--- src/rtl/rr_mux_arbiter_pkg.sv ---
// rtl/rr_mux_arbiter_pkg.sv - shared constants, state type and round-robin pick function for rr_mux_arbiter
package arb_pkg;

  localparam int NREQ = 4;
  localparam int SELW = 2;

  typedef enum logic {
    IDLE  = 1'b0,
    GRANT = 1'b1
  } arb_state_t;

  // Search last+1 .. last+4 (mod 4); the previous winner is visited last.
  function automatic logic [SELW-1:0] rr_pick(input logic [NREQ-1:0] req,
                                              input logic [SELW-1:0] last);
    logic [SELW-1:0] idx;
    logic            found;
    rr_pick = last;
    found   = 1'b0;
    for (int k = 1; k <= NREQ; k++) begin
      idx = last + SELW'(k);
      if (!found && req[idx]) begin
        rr_pick = idx;
        found   = 1'b1;
      end
    end
  endfunction

endpackage

--- src/rtl/rr_mux_arbiter_if.sv ---
// rtl/rr_mux_arbiter_if.sv - requester/arbiter bus bundle with master (requesters) and slave (arbiter) modports
interface rr_mux_arbiter_if #(parameter int DW = 2);
  import arb_pkg::*;

  logic [NREQ-1:0]    req;
  logic [NREQ*DW-1:0] data_in;
  logic [NREQ-1:0]    gnt;
  logic [SELW-1:0]    sel;
  logic [DW-1:0]      out_data;
  logic               out_valid;

  modport master (
    output req, data_in,
    input  gnt, sel, out_data, out_valid
  );

  modport slave (
    input  req, data_in,
    output gnt, sel, out_data, out_valid
  );

endinterface

--- src/rtl/rr_mux_arbiter_mux4_dw.sv ---
// rtl/rr_mux_arbiter_mux4_dw.sv - combinational 4:1 DW-bit select mux; unknown select yields zero
module mux4_dw
  import arb_pkg::*;
#(
  parameter int DW = 2
) (
  input  logic [SELW-1:0]    sel,
  input  logic [NREQ*DW-1:0] data_in,
  output logic [DW-1:0]      out_data
);

  always_comb begin
    out_data = '0;
    case (sel)
      2'd0:    out_data = data_in[0*DW +: DW];
      2'd1:    out_data = data_in[1*DW +: DW];
      2'd2:    out_data = data_in[2*DW +: DW];
      2'd3:    out_data = data_in[3*DW +: DW];
      default: out_data = '0;
    endcase
  end

endmodule

--- src/rtl/rr_mux_arbiter.sv ---
// rtl/rr_mux_arbiter.sv - round-robin arbiter owning a 4:1 data mux; ARB_BURST_EN enables grant holding up to MAX_HOLD cycles
module rr_mux_arbiter
  import arb_pkg::*;
#(
  parameter int DW       = 2,
  parameter int MAX_HOLD = 4
) (
  input  logic            clk,
  input  logic            rst_n,
  rr_mux_arbiter_if.slave bus
);

  if (MAX_HOLD < 1) begin : g_hold_check
    $error("rr_mux_arbiter: MAX_HOLD must be >= 1");
  end

  arb_state_t      state;
  logic [SELW-1:0] last_q;
  logic [SELW-1:0] sel_q;
  logic [NREQ-1:0] gnt_q;
  logic [SELW-1:0] win;
  logic [DW-1:0]   mux_out;

  assign win = rr_pick(bus.req, last_q);

`ifdef ARB_BURST_EN
  localparam int HW = $clog2(MAX_HOLD + 1);
  logic [HW-1:0] hold_cnt;
  logic          keep;

  // Holder keeps the channel while it still requests and has budget left.
  assign keep = (state == GRANT) && bus.req[last_q] && (hold_cnt < HW'(MAX_HOLD));
`endif

  always_ff @(posedge clk or negedge rst_n) begin
    if (!rst_n) begin
      state  <= IDLE;
      gnt_q  <= '0;
      sel_q  <= '0;
      last_q <= 2'b11;
`ifdef ARB_BURST_EN
      hold_cnt <= '0;
`endif
    end else begin
`ifdef ARB_BURST_EN
      if (keep) begin
        hold_cnt <= hold_cnt + HW'(1);
      end else if (|bus.req) begin
        state    <= GRANT;
        gnt_q    <= NREQ'(1) << win;
        sel_q    <= win;
        last_q   <= win;
        hold_cnt <= HW'(1);
      end else begin
        state    <= IDLE;
        gnt_q    <= '0;
        sel_q    <= '0;
        hold_cnt <= '0;
      end
`else
      if (|bus.req) begin
        state  <= GRANT;
        gnt_q  <= NREQ'(1) << win;
        sel_q  <= win;
        last_q <= win;
      end else begin
        state <= IDLE;
        gnt_q <= '0;
        sel_q <= '0;
      end
`endif
    end
  end

  mux4_dw #(.DW(DW)) u_mux (
    .sel      (sel_q),
    .data_in  (bus.data_in),
    .out_data (mux_out)
  );

  assign bus.gnt       = gnt_q;
  assign bus.sel       = sel_q;
  assign bus.out_valid = (state == GRANT);
  assign bus.out_data  = bus.out_valid ? mux_out : '0;

endmodule

--- src/flat_wrapper.sv ---
// flat-port wrapper written by rule: the top's interface ports become plain ports
module rr_mux_arbiter_flat import arb_pkg::*;
#(
  parameter int DW       = 2,
  parameter int MAX_HOLD = 4
)
  (clk, rst_n, bus_req, bus_data_in, bus_gnt, bus_sel, bus_out_data, bus_out_valid);
  rr_mux_arbiter_if #(.DW(DW)) bus_i ();
  input  logic clk;
  input  logic rst_n;
  input wire logic [$bits(bus_i.req)-1:0] bus_req;
  input wire logic [$bits(bus_i.data_in)-1:0] bus_data_in;
  output wire logic [$bits(bus_i.gnt)-1:0] bus_gnt;
  output wire logic [$bits(bus_i.sel)-1:0] bus_sel;
  output wire logic [$bits(bus_i.out_data)-1:0] bus_out_data;
  output wire logic [$bits(bus_i.out_valid)-1:0] bus_out_valid;
  assign bus_i.req = bus_req;
  assign bus_i.data_in = bus_data_in;
  assign bus_gnt = bus_i.gnt;
  assign bus_sel = bus_i.sel;
  assign bus_out_data = bus_i.out_data;
  assign bus_out_valid = bus_i.out_valid;
  rr_mux_arbiter #(.DW(DW), .MAX_HOLD(MAX_HOLD)) u_core (.clk(clk), .rst_n(rst_n), .bus(bus_i));
endmodule
--- config.mk ---
export PLATFORM = sky130hd
export DESIGN_NAME = rr_mux_arbiter_flat
export DESIGN_NICKNAME = d
export VERILOG_FILES = /design/src/rtl/rr_mux_arbiter_pkg.sv /design/src/rtl/rr_mux_arbiter_if.sv /design/src/rtl/rr_mux_arbiter_mux4_dw.sv /design/src/rtl/rr_mux_arbiter.sv /design/src/flat_wrapper.sv
export SDC_FILE = /design/constraint.sdc
export NUM_CORES = 1
export LEC_CHECK = 0
export ABC_AREA = 0
export CORE_AREA = 2 2 39 41
export DETAILED_ROUTE_END_ITERATION = 10
export DIE_AREA = 0 0 41 43
export DONT_BUFFER_PORTS = 1
export PLACE_DENSITY_LB_ADDON = 0.1
export SETUP_SLACK_MARGIN = 0.05
export SLEW_MARGIN = 20
export SYNTH_ARGS = -nofsm -noshare
export SYNTH_HDL_FRONTEND = slang
export SYNTH_SLANG_ARGS = --single-unit
--- constraint.sdc ---
create_clock -name clk -period 1.7 [get_ports clk]
set_input_delay 0.34 -clock clk [delete_from_list [all_inputs] [get_ports clk]]
set_output_delay 0.34 -clock clk [all_outputs]
set_load 0.02 [all_outputs]
==> tab_implementation.tex <==
\begin{tabular}{lr}
\hline
Metric & Value \\
\hline
\multicolumn{2}{l}{\textbf{Setup path}} \\
\quad WP data required & 1.36 ns \\
\quad Max incr delay on CP & 0.51 ns \\
\quad Kind of critical path & register to primary output \\
\quad Cell chain of the critical path & mux4\_2, and2\_4 \\
\quad Family of cells with the greatest summed delay on the critical path & multiplexers \\
\quad Slowest CP cell & sky130\_fd\_sc\_hd\_\_mux4\_2 \\
\quad Data arrival time of the critical path & 1.33 ns \\
\quad Top fanout value on the critical path & 2 \\
\quad Startpoint class of the critical path & register \\
\quad Sort of element at the end of the critical path & primary output \\
\quad Worst path buffer plus inverter count & 0 \\
\multicolumn{2}{l}{\textbf{Cells and area}} \\
\quad Final design area excluding fillers & 553 µm² \\
\quad Area added between synthesis and finish & 13.3\% \\
\quad Post-route non-filler standard cell count & 67 \\
\quad Final Net Count & 66 \\
\quad Antenna diode instance count & 0 \\
\quad Fraction of final layout cells sized beyond drive strength 1 & 29.4\% \\
\multicolumn{2}{l}{\textbf{STA}} \\
\quad Worst slew margin relative to its limit & 65.5\% \\
\quad Final worst path period need & 1.67 ns \\
\quad RSZ-0062 raised after global routing & yes \\
\quad Final-report hold violation count & 0 \\
\quad Worst clock skew & 0.00342 ns \\
\quad Max frequency & 0.600 GHz \\
\quad Slew Viols, Final & 0 \\
\quad Final cycle utilization of the critical path & 98.0\% \\
\quad Slew @ Worst Pin & 0.512 ns \\
\quad Final setup vio count & 0 \\
\multicolumn{2}{l}{\textbf{Global routing}} \\
\quad Global routing usage on met3 & 2.09\% \\
\quad Most Crowded Layer GR & met2 \\
\quad Met2 GRT Util & 23.4\% \\
\quad GR Util met1 & 11.2\% \\
\quad First-pass GRT wire length & 1500 µm \\
\quad Total gr overflow & 0 \\
\quad Number of antenna violations at the first check in global routing & 0 \\
\quad Maximum number of pins on one net before global-route repair & 10 \\
\quad Vias in the first global route & 389 \\
\quad GRT Total Usage & 13.3\% \\
\multicolumn{2}{l}{\textbf{Place}} \\
\quad Final estimated routing congestion in global placement & 0.784 \\
\quad HPWL reported at the end of detailed placement & 817 µm \\
\quad Port-buffer cells & 0 \\
\quad Placed inst area & 512 µm² \\
\quad Cell Count Post-Placement & 62 \\
\multicolumn{2}{l}{\textbf{Pwr}} \\
\quad Max VDD drop & 532 µV \\
\quad Power density over cell area & 1890 nW/µm² \\
\quad Reported leakage power & 0.236 nW \\
\multicolumn{2}{l}{\textbf{CTS}} \\
\quad Inserted Clock Buffers & 3 \\
\quad TritonCTS clock tree & yes \\
\quad Post-CTS Repair Setup Buffers & 0 \\
\quad Later-pin clock latency in the skew report & 0.25 ns \\
\quad \# clock sinks & 9 \\
\quad Clock transition at path regs & 0.06 ns \\
\quad Worst-case clock buffer depth & 2 \\
\quad Maximum level of the CTS H-tree & 1 \\
\quad Buffer cell driving the clock tree root & sky130\_fd\_sc\_hd\_\_clkbuf\_4 \\
\multicolumn{2}{l}{\textbf{Floorplan}} \\
\quad Die width & 41 µm \\
\quad Die Footprint & 1760 µm² \\
\quad Core footprint & 1380 µm² \\
\quad \# rows & 14 \\
\quad Total I/O pin count & 23 \\
\quad Initial standard-cell utilization of the core & 35.3\% \\
\quad Die Height & 43 µm \\
\multicolumn{2}{l}{\textbf{Routing}} \\
\quad Vias per Instance & 5.34 \\
\quad Detail-routed net length per standard cell & 14.3 µm \\
\quad Final WL & 957 µm \\
\quad Iter 0 DRT Violations & 5 \\
\quad Number of detailed-route iterations in the first pass & 4 \\
\quad Antenna-violating nets left & 0 \\
\quad Number of remaining DRC errors & 0 \\
\quad Total via count in the routed design & 358 \\
\multicolumn{2}{l}{\textbf{Synth}} \\
\quad Synth Area in Simple Gates & 20.5\% \\
\quad Warning count from the yosys run & 0 \\
\quad XOR/XNOR share of the synthesized area & 0\% \\
\quad Nets in the synthesized netlist & 59 \\
\quad Sequential-to-total area share from yosys stat & 46.7\% \\
\quad Largest family of logic cells by synthesized area & simple AND/OR/NAND/NOR gates \\
\quad Area contributors post-synth & sky130\_fd\_sc\_hd\_\_dfrtp\_1 (36\%), sky130\_fd\_sc\_hd\_\_dfstp\_2 (11\%), sky130\_fd\_sc\_hd\_\_mux4\_2 (9.2\%), sky130\_fd\_sc\_hd\_\_a221oi\_4 (5.4\%), sky130\_fd\_sc\_hd\_\_and2\_1 (3.8\%) \\
\quad Share of cell area taken by muxes after synthesis & 11.3\% \\
\quad Cell variety after synth & 23 \\
\quad Synthesized-area fraction occupied by ao, oa, aoi and oai cells & 16.2\% \\
\quad Area share of the largest cell type after synthesis & 35.9\% \\
\quad Number of cells produced by synthesis & 45 \\
\quad Flop and latch count out of synthesis & 9 \\
\quad Syn avg cell area & 10.8 µm² \\
\quad Adder and majority cell fraction of the synthesized area & 0\% \\
\quad Cell type with the highest aggregate area in the netlist & sky130\_fd\_sc\_hd\_\_dfrtp\_1 \\
\quad Post-synthesis instance area & 488 µm² \\
\multicolumn{2}{l}{\textbf{Run status}} \\
\quad Outcome & finished, final reports clean \\
\multicolumn{2}{l}{\textbf{Worst hold path}} \\
\quad Class of the tightest hold or removal check & primary input to register \\
\multicolumn{2}{l}{\textbf{Run}} \\
\quad Maximum Capacitance Violations & 0 \\
\hline
\end{tabular}
-- cells in the final DEF (no fill, tap or decap), drive strengths merged --
cell type    netlist  final
dfrtp              7      7
nor2               5      5
inv                4      4
clkbuf             0      4
nand2b             3      3
nand2              3      3
and2               3      3
mux4               2      2
nor2b              2      2
a21oi              2      2
a211oi             2      2
buf                1      2
dfstp              2      2
o21ai              2      2
nor4               1      1
mux2i              1      1
a221oi             1      1
a22oi              1      1
nor3               1      1
o22ai              1      1
and3               1      1
dlygate4sd3        0      1
-- worst paths after layout --
check                                  start                 to  slack [ns]  depth (start not counted)
min in group asynchronous              rst_n  u_core.bus.gnt[2]        0.44                          1
setup reg to reg            u_core.last_q[1]  u_core.bus.gnt[2]        0.35                          5
max in group asynchronous              rst_n   u_core.last_q[0]        0.94                          1
hold / removal                    bus_req[3]   u_core.last_q[1]        0.21                          2
setup / recovery           u_core.bus.sel[0]    bus_out_data[1]        0.03                          2
hold reg to reg             u_core.last_q[1]   u_core.last_q[1]        0.60                          2
-- state kept, by name, indices dropped and copies added, names as in the netlist --
register	cells
u_core.bus.gnt	4
u_core.bus.sel	2
u_core.last_q	2
u_core.bus.out_valid	1
-- report_power, final --
part           total [mW]  switching, mW  internal [mW]
Sequential          0.451          0.135          0.315
Clock               0.159         0.0685         0.0900
Combinational       0.434          0.218          0.216
Total                1.04          0.422          0.621
-- routing by layer --
metal / part of all wire, % / vias to the layer above
li1: - / 169
met1: 32 / 164
met2: 56 / 25
met3: 12 / 0
met4: 0 / 0
met5: 0 / -
-- metrics by stage --
| step | worst slack, ns | util [%] | hold slack (ns) | power, mW | setup TNS, ns |
|---|---|---|---|---|---|
| finish | 0.0344 | 40.0 | 0.210 | 1.04 | 0 |
| global route | -0.0393 | 40.0 | 0.206 | 1.13 | -0.0537 |
| CTS | 0.00360 | 40.0 | 0.203 | 1.06 | 0 |
| detailed placement | 0.246 | 37.0 | 0.0446 | 0.869 | 0 |
| global placement | 0.289 | 37.0 | 0.0446 | 0.854 | 0 |
| floorplan | 0.146 | - | 0.0444 | 0.795 | 0 |
-- logic make-up after synthesis --
| family | after synthesis |
|---|---|
| and+or+nand+nor | 19 |
| AOI/OAI and AO/OA | 9 |
| DFF | 9 |
| buffers and inverters | 5 |
| muxes | 3 |
-- layout make-up --
type	count	area, µm²
multi-input combinational	31	239
timing repair buffer	3	25.0
sequential	9	228
inverter	4	15.0
tap	16	20.0
fill	140	831
clock buffer	4	26.3
-- cells in the mapped netlist --
library cell	n
sky130_fd_sc_hd__inv_2	1
sky130_fd_sc_hd__inv_1	3
sky130_fd_sc_hd__and3_1	1
sky130_fd_sc_hd__and2_1	3
sky130_fd_sc_hd__nand2_1	3
sky130_fd_sc_hd__nor4_1	1
sky130_fd_sc_hd__buf_6	1
sky130_fd_sc_hd__a21oi_1	2
sky130_fd_sc_hd__mux2i_1	1
sky130_fd_sc_hd__a221oi_4	1
sky130_fd_sc_hd__o22ai_1	1
sky130_fd_sc_hd__nor2b_1	2
sky130_fd_sc_hd__nor2_2	1
sky130_fd_sc_hd__nor3_1	1
sky130_fd_sc_hd__o21ai_2	1
sky130_fd_sc_hd__nand2b_1	3
sky130_fd_sc_hd__dfrtp_1	7
sky130_fd_sc_hd__dfstp_2	2
sky130_fd_sc_hd__mux4_2	2
sky130_fd_sc_hd__nor2_1	4
sky130_fd_sc_hd__a211oi_1	2
sky130_fd_sc_hd__o21ai_0	1
sky130_fd_sc_hd__a22oi_1	1
-- what timing repair did --
item | 4_1_cts | 5_1_grt
gates resized for setup | 4 | 0
setup endpoints to repair | 2 | 2
endpoints found under the hold margin | 9 | 0
hold buffers | 1 | 0
Note: power is estimated with default switching activity, not from simulation.
